--- config.mk ---
export PLATFORM = sky130hd
export DESIGN_NAME = alu_seq_ctrl
export DESIGN_NICKNAME = d
export VERILOG_FILES = /design/src/rtl/alu_seq_pkg.sv /design/src/rtl/alu_iter_unit.sv /design/src/rtl/alu_seq_ctrl.sv
export SDC_FILE = /design/constraint.sdc
export NUM_CORES = 1
export LEC_CHECK = 0
export ABC_AREA = 1
export BUFFER_PORTS_ARGS = -buffer_cell sky130_fd_sc_hd__buf_2
export CAP_MARGIN = 20
export CORE_MARGIN = 4
export CORE_UTILIZATION = 40
export DETAILED_ROUTE_END_ITERATION = 8
export GPL_TIMING_DRIVEN = 0
export SYNTH_ARGS = -nofsm -noshare
export SYNTH_HDL_FRONTEND = slang
export SYNTH_HIERARCHICAL = 1
export SYNTH_SLANG_ARGS = --single-unit
--- constraint.sdc ---
create_clock -name clk -period 2.35 [get_ports clk]
set_input_delay 0.3525 -clock clk [delete_from_list [all_inputs] [get_ports clk]]
set_output_delay 0.3525 -clock clk [all_outputs]
set_load 0.005 [all_outputs]
--- src/rtl/alu_seq_pkg.sv ---
// Shared decode constants, ALU codes and FSM states for alu_seq_ctrl.
package alu_seq_pkg;

    localparam logic [2:0] OpcRtype = 3'b000;
    localparam logic [2:0] OpcAddi  = 3'b001;
    localparam logic [2:0] OpcSubi  = 3'b010;

    localparam logic [3:0] FuncAdd = 4'b0000;
    localparam logic [3:0] FuncSub = 4'b0001;
    localparam logic [3:0] FuncSll = 4'b0010;
    localparam logic [3:0] FuncSlt = 4'b0011;
    localparam logic [3:0] FuncAnd = 4'b0100;
    localparam logic [3:0] FuncOr  = 4'b0101;
    localparam logic [3:0] FuncNot = 4'b0110;
    localparam logic [3:0] FuncXor = 4'b0111;
    localparam logic [3:0] FuncMul = 4'b1000;

    typedef enum logic [3:0] {
        AluAdd     = 4'b0000,
        AluSub     = 4'b0001,
        AluSll     = 4'b0010,
        AluSlt     = 4'b0011,
        AluAnd     = 4'b0100,
        AluOr      = 4'b0101,
        AluNot     = 4'b0110,
        AluXor     = 4'b0111,
        AluMul     = 4'b1000,
        AluIllegal = 4'b1111
    } alu_code_e;

    typedef enum logic [1:0] {
        StIdle,
        StExec,
        StDone
    } state_e;

endpackage

--- src/rtl/alu_iter_unit.sv ---
// Iterative shift-left / shift-add multiply datapath; one step per cycle.
// Accumulator and multiplier operand exist only with ALU_SEQ_CTRL_MUL_EN.
module alu_iter_unit #(
    parameter int unsigned DATA_W = 16,
    parameter int unsigned CNT_W  = 5
) (
    input  logic              clk_i,
    input  logic              rst_ni,
    input  logic              load_i,
    input  logic              step_i,
`ifdef ALU_SEQ_CTRL_MUL_EN
    input  logic              mul_i,
    input  logic [DATA_W-1:0] b_i,
`endif
    input  logic [DATA_W-1:0] a_i,
    input  logic [CNT_W-1:0]  cnt_i,
    output logic [DATA_W-1:0] next_o,
    output logic              last_o
);

    logic [DATA_W-1:0] opa_q, opa_d;
    logic [CNT_W-1:0]  cnt_q, cnt_d;

    always_comb begin
        opa_d = opa_q;
        cnt_d = cnt_q;
        if (load_i) begin
            opa_d = a_i;
            cnt_d = cnt_i;
        end else if (step_i) begin
            opa_d = opa_q << 1;
            cnt_d = cnt_q - CNT_W'(1);
        end
    end

    always_ff @(posedge clk_i or negedge rst_ni) begin
        if (!rst_ni) begin
            opa_q <= '0;
            cnt_q <= '0;
        end else begin
            opa_q <= opa_d;
            cnt_q <= cnt_d;
        end
    end

    // The step that brings the counter to zero is the last one.
    assign last_o = (cnt_q == CNT_W'(1));

`ifdef ALU_SEQ_CTRL_MUL_EN
    logic              mul_q, mul_d;
    logic [DATA_W-1:0] opb_q, opb_d;
    logic [DATA_W-1:0] acc_q, acc_d;
    logic [DATA_W-1:0] acc_nxt;

    assign acc_nxt = acc_q + (opb_q[0] ? opa_q : '0);

    always_comb begin
        mul_d = mul_q;
        opb_d = opb_q;
        acc_d = acc_q;
        if (load_i) begin
            mul_d = mul_i;
            opb_d = b_i;
            acc_d = '0;
        end else if (step_i) begin
            opb_d = opb_q >> 1;
            acc_d = acc_nxt;
        end
    end

    always_ff @(posedge clk_i or negedge rst_ni) begin
        if (!rst_ni) begin
            mul_q <= 1'b0;
            opb_q <= '0;
            acc_q <= '0;
        end else begin
            mul_q <= mul_d;
            opb_q <= opb_d;
            acc_q <= acc_d;
        end
    end

    assign next_o = mul_q ? acc_nxt : (opa_q << 1);
`else
    assign next_o = opa_q << 1;
`endif

endmodule

--- src/rtl/alu_seq_ctrl.sv ---
// ALU control/sequencing unit: decode, single-cycle ALU, IDLE/EXEC/DONE FSM.
// Define ALU_SEQ_CTRL_MUL_EN to make R-type func 1000 an iterative multiply.
module alu_seq_ctrl
    import alu_seq_pkg::*;
#(
    parameter int unsigned DATA_W = 16,
    parameter int unsigned OPC_W  = 3,
    parameter int unsigned FUNC_W = 4,
    parameter int unsigned CODE_W = 4
) (
    input  logic              clk,
    input  logic              rst_n,
    input  logic              in_valid,
    output logic              in_ready,
    input  logic [OPC_W-1:0]  opcode,
    input  logic [FUNC_W-1:0] func,
    input  logic [DATA_W-1:0] src_a,
    input  logic [DATA_W-1:0] src_b,
    output logic              res_valid,
    input  logic              res_ready,
    output logic [DATA_W-1:0] result,
    output logic [CODE_W-1:0] alu_code,
    output logic              err
);

    localparam int unsigned SH_W  = $clog2(DATA_W);
    localparam int unsigned CNT_W = SH_W + 1;

    state_e            state_q, state_d;
    logic [DATA_W-1:0] result_q, result_d;
    alu_code_e         code_q, code_d;
    logic              err_q, err_d;

    alu_code_e         dec_code;
    logic              dec_iter;
    logic              dec_mul;
    logic [DATA_W-1:0] alu_res;
    logic [SH_W-1:0]   sh_cnt;
    logic [CNT_W-1:0]  cnt_load;
    logic              iter_load, iter_step, iter_last;
    logic [DATA_W-1:0] iter_next;

    assign sh_cnt = src_b[SH_W-1:0];

    always_comb begin
        dec_code = AluIllegal;
        dec_iter = 1'b0;
        dec_mul  = 1'b0;
        case (opcode)
            OPC_W'(OpcRtype): begin
                case (func)
                    FUNC_W'(FuncAdd): dec_code = AluAdd;
                    FUNC_W'(FuncSub): dec_code = AluSub;
                    FUNC_W'(FuncSlt): dec_code = AluSlt;
                    FUNC_W'(FuncAnd): dec_code = AluAnd;
                    FUNC_W'(FuncOr):  dec_code = AluOr;
                    FUNC_W'(FuncNot): dec_code = AluNot;
                    FUNC_W'(FuncXor): dec_code = AluXor;
                    FUNC_W'(FuncSll): begin
                        dec_code = AluSll;
                        dec_iter = 1'b1;
                    end
`ifdef ALU_SEQ_CTRL_MUL_EN
                    FUNC_W'(FuncMul): begin
                        dec_code = AluMul;
                        dec_iter = 1'b1;
                        dec_mul  = 1'b1;
                    end
`endif
                    default: dec_code = AluIllegal;
                endcase
            end
            OPC_W'(OpcAddi): dec_code = AluAdd;
            OPC_W'(OpcSubi): dec_code = AluSub;
            default:         dec_code = AluIllegal;
        endcase
    end

    // Sll lands here only for a zero count, where the result is src_a.
    always_comb begin
        alu_res = '0;
        case (dec_code)
            AluAdd: alu_res = src_a + src_b;
            AluSub: alu_res = src_a - src_b;
            AluSlt: alu_res = {{(DATA_W-1){1'b0}}, $signed(src_a) < $signed(src_b)};
            AluAnd: alu_res = src_a & src_b;
            AluOr:  alu_res = src_a | src_b;
            AluNot: alu_res = ~src_a;
            AluXor: alu_res = src_a ^ src_b;
            AluSll: alu_res = src_a;
            default: alu_res = '0;
        endcase
    end

    assign cnt_load = dec_mul ? CNT_W'(DATA_W) : CNT_W'(sh_cnt);

    always_comb begin
        state_d   = state_q;
        result_d  = result_q;
        code_d    = code_q;
        err_d     = err_q;
        iter_load = 1'b0;
        iter_step = 1'b0;
        unique case (state_q)
            StIdle: begin
                if (in_valid) begin
                    code_d = dec_code;
                    err_d  = (dec_code == AluIllegal);
                    if (dec_iter && (dec_mul || sh_cnt != '0)) begin
                        iter_load = 1'b1;
                        state_d   = StExec;
                    end else begin
                        result_d = alu_res;
                        state_d  = StDone;
                    end
                end
            end
            StExec: begin
                iter_step = 1'b1;
                if (iter_last) begin
                    result_d = iter_next;
                    state_d  = StDone;
                end
            end
            StDone: begin
                if (res_ready) begin
                    state_d = StIdle;
                end
            end
            default: state_d = StIdle;
        endcase
    end

    always_ff @(posedge clk or negedge rst_n) begin
        if (!rst_n) begin
            state_q  <= StIdle;
            result_q <= '0;
            code_q   <= AluAdd;
            err_q    <= 1'b0;
        end else begin
            state_q  <= state_d;
            result_q <= result_d;
            code_q   <= code_d;
            err_q    <= err_d;
        end
    end

    alu_iter_unit #(
        .DATA_W (DATA_W),
        .CNT_W  (CNT_W)
    ) u_iter (
        .clk_i  (clk),
        .rst_ni (rst_n),
        .load_i (iter_load),
        .step_i (iter_step),
`ifdef ALU_SEQ_CTRL_MUL_EN
        .mul_i  (dec_mul),
        .b_i    (src_b),
`endif
        .a_i    (src_a),
        .cnt_i  (cnt_load),
        .next_o (iter_next),
        .last_o (iter_last)
    );

    assign in_ready  = (state_q == StIdle);
    assign res_valid = (state_q == StDone);
    assign result    = result_q;
    assign alu_code  = CODE_W'(code_q);
    assign err       = err_q;

endmodule

==> run_results.csv <==
group,metric,value,unit
clock_network,clock-sinks,43,
detailed_routing,ant_nets,0,
timing,min_period,2224,ps
worst_hold_path,hp-class,"in -> async",
yosys,yosysTopAreaCell,"nand2_1",
die,die_w,127.3,um
timing,hold_viol_final,0,
die,die_area,16200,um2
die,pin_count,66,
grt,grt_antenna_before_repair,0,
grt,gr-usage-all-layers,21.76,%
final_layout,multi_input_area,3732,um2
worst_setup_path,required,2560,ps
worst_setup_path,crit_type,"in -> reg",
yosys,synthAdderAreaFrac,12.14,%
worst_setup_path,critPathCapture,"result[0]",
yosys,ys_top_cells_by_area,"nand2_1, dfrtp_1, ha_1, inv_1, nand3_1",
yosys,syn_avg_cell_area,5.965,um2
detailed_routing,via_per_inst,4.935,
timing,worst_pin_slew,949.7,ps
power,p_leak,3.630,nW
detailed_routing,drt_pass1_iterations,5,
detailed_routing,via_count,5957,
grt,grt_start_max_net_pins,44,
final_layout,register_area,1076,um2
clock_network,cts_max_path_buffers,2,
power,max-vdd-ir-drop,0.2770,mV
detailed_routing,wl,17660,um
detailed_routing,route.detailed.drc,0,
placed_design,port_buffers,65,
die,coreArea,13880,um2
flow_run,maxCapViolCount,0,
placed_design,dp_slack,-212.9,ps
clock_network,hold_buffers,0,
power,power.total,0.003380,W
worst_setup_path,cp.arrival,2440,ps
final_layout,fin_nets,1123,
timing,tns,0,ps
worst_setup_path,path_max_fanout,5,
worst_setup_path,crit_start,"src_a[0]",
clock_network,clock_latency,290,ps
timing,fmax,449.6,MHz
yosys,synth_edf_count,0,
final_layout,fill_cells,1546,
power,power.density,529.3,nW/um2
worst_setup_path,cp-start-kind,"input port",
yosys,yosysWarnings,6,
clock_network,htreeDepth,2,
timing,timing.final.ws_setup,125.6,ps
yosys,syn_nets,1051,
yosys,synth_flop_cell,"dfrtp_1",
timing,fin_skew,6.439,ps
grt,grt_pass1_vias,5565,
detailed_routing,wire_per_inst,14.63,um
yosys,ys_async_sr_fraction,100.0,%
grt,gr-total-overflow,0,
yosys,synth_xor_area_share,0.7696,%
final_layout,areaGrowthSynthToFinish,12.23,%
timing,slew_violations,0,
final_layout,n_antenna_cell,0,
clock_network,post_cts_buffers,0,
outcome,status,"finished, final reports clean",
timing,setup_violations,0,
die,dieHeight,127.3,um
yosys,synth-simple-area-share,44.42,%
worst_setup_path,reg2reg_depth,11,
yosys,synth_compound_area_share,8.004,%
yosys,synth_mux_area_share,0,%
placed_design,hpwl,14340,um
timing,fin_crit_sh,94.65,%
detailed_routing,drt_iter0_markers,492,
yosys,netlist.area_leader.share,19.92,%
clock_network,cts_tree,"yes",
clock_network,cts_buffers,5,
worst_setup_path,r2r-start,"state_q[1]",
worst_setup_path,r2r_setup_slack,190,ps
grt,grt_first_pass_wirelength,28320,um
placed_design,gp_congestion,0.9443,
clock_network,clock-root-buffer,"clkbuf_16",
yosys,synth_top_family_by_area,"simple AND/OR/NAND/NOR gates",
die,initial_core_util,41.00,%
timing,rsz0062_at_grt,"no",
clock_network,clk_pin_slew,60,ps
die,rows,43,
yosys,synth-seq-cells,43,
yosys,ys_seq_area_share,18.91,%
yosys,yosysUniqueCellTypes,47,
worst_setup_path,reg2reg_to,"u_iter/opa_q[14]",
final_layout,drive_gt1_share,14.02,%
worst_setup_path,crit_path_end_kind,"flop",
yosys,netlist_instances,954,
timing,slew-limit-headroom,36.69,%
yosys,syn-cell-area,5690,um2
[logic make-up after synthesis]
kind of cell | after synthesis
xor gates and xnor gates | 5
adders and majority gates | 54
DFF | 43
AOI/OAI and AO/OA | 73
and+or+nand+nor | 569
buffers and inverters | 208
other | 2
[critical path, cell delays in order]
cell and delay, ps:
buf_2 120, inv_1 110, ha_1 210, inv_1 100
fa_2 390, nand2_1 90, nand3_1 150, nand2_1 130
nand2_1 100, nand2_1 100, nand2_1 60, nand2_1 90
nand3_1 120, nand2_1 120, nand2_1 60, a21boi_1 120
[final cells by class]
| cell class | count | share of cell area [%] |
|---|---|---|
| Tap cell | 180 | 3.527 |
| Buffer | 32 | 3.566 |
| Sequential cell | 43 | 16.85 |
| Inverter | 176 | 10.36 |
| Clock buffer | 7 | 2.077 |
| Timing Repair Buffer | 65 | 5.094 |
| Clock inverter | 1 | 0.07837 |
| Multi-Input combinational cell | 703 | 58.44 |
[through the flow]
stage | std cells | hold WS [ps] | util, % | cell area [um2]
after global placement | 1199 | 460.7 | 44.96 | 6241
after detailed placement | 1199 | 470.6 | 44.96 | 6241
after floorplan | 954 | 56.91 | - | 5690
after global routing | 1207 | 304.8 | 46.01 | 6386
final | 1207 | 212.0 | 46.01 | 6386
after CTS | 1207 | 257.3 | 45.95 | 6379
[layer usage]
metal / part of all wire (%) / track usage [%] / vias up / routed length (um)
li1: - / - / 3085 / -
met1: 47 / 30.21 / 2695 / 8311
met2: 46 / 37.23 / 166 / 8209
met3: 5.1 / 1.212 / 11 / 898
met4: 1.4 / 5.047 / 0 / 245
met5: 0 / 0 / - / 0
[how the worst min path moves through the flow]
stage,end,depth (start not counted)
global route,u_iter/cnt_q[2],1
floorplan,alu_code[0],0
finish,u_iter/cnt_q[2],1
detailed placement,err,2
CTS,u_iter/cnt_q[3],1
global placement,alu_code[3],2
[cell usage in the layout (no fill, tap or decap), drive strengths merged, types with 4 or more instances in the layout]
master	count
o22ai	6
a21oi	26
xor2	4
nand4	25
nor3	11
nand2	309
inv	175
nand3	105
or2	5
o21ai	19
ha	52
nor2	106
buf	96
a21boi	14
clkbuf	8
dfrtp	43
[report_power, final]
group / internal, W / switching (W) / total (W)
Sequential: 0.000955 / 0.000107 / 0.00106
Combinational: 0.000644 / 0.00100 / 0.00165
Clock: 0.000393 / 0.000277 / 0.000670
[synth_stat cells (2+ instances only)]
cell type / count
fa_1: 2
buf_4: 7
o21ai_0: 13
o22ai_1: 6
a21oi_1: 22
nand3_4: 3
nand2_1: 302
nor2_1: 99
a21oi_2: 3
nand2_4: 2
and2_1: 3
nor2_4: 5
nand3b_1: 3
conb_1: 2
ha_1: 52
o21bai_1: 2
buf_8: 2
nor3_1: 9
o211ai_1: 2
inv_2: 7
buf_2: 17
xor2_1: 4
a21boi_1: 14
dfrtp_1: 43
o21ai_1: 5
or2_2: 3
nand3_1: 101
nor2_2: 2
nand2_2: 5
nand4_1: 23
nand4_2: 2
inv_1: 168
a22oi_1: 3
buf_6: 5
[timing repair]
action,4_1_cts,5_1_grt
endpoints found under the hold margin,0,0
gates resized for setup,0,4
endpoints found under the setup margin,0,3
[state kept, by name, indices dropped and copies added, names as in the netlist]
name / count
result: 16
u_iter/opa_q: 15
u_iter/cnt_q: 5
alu_code: 4
state_q: 2
err: 1
Power figures use the tool's default switching activity.
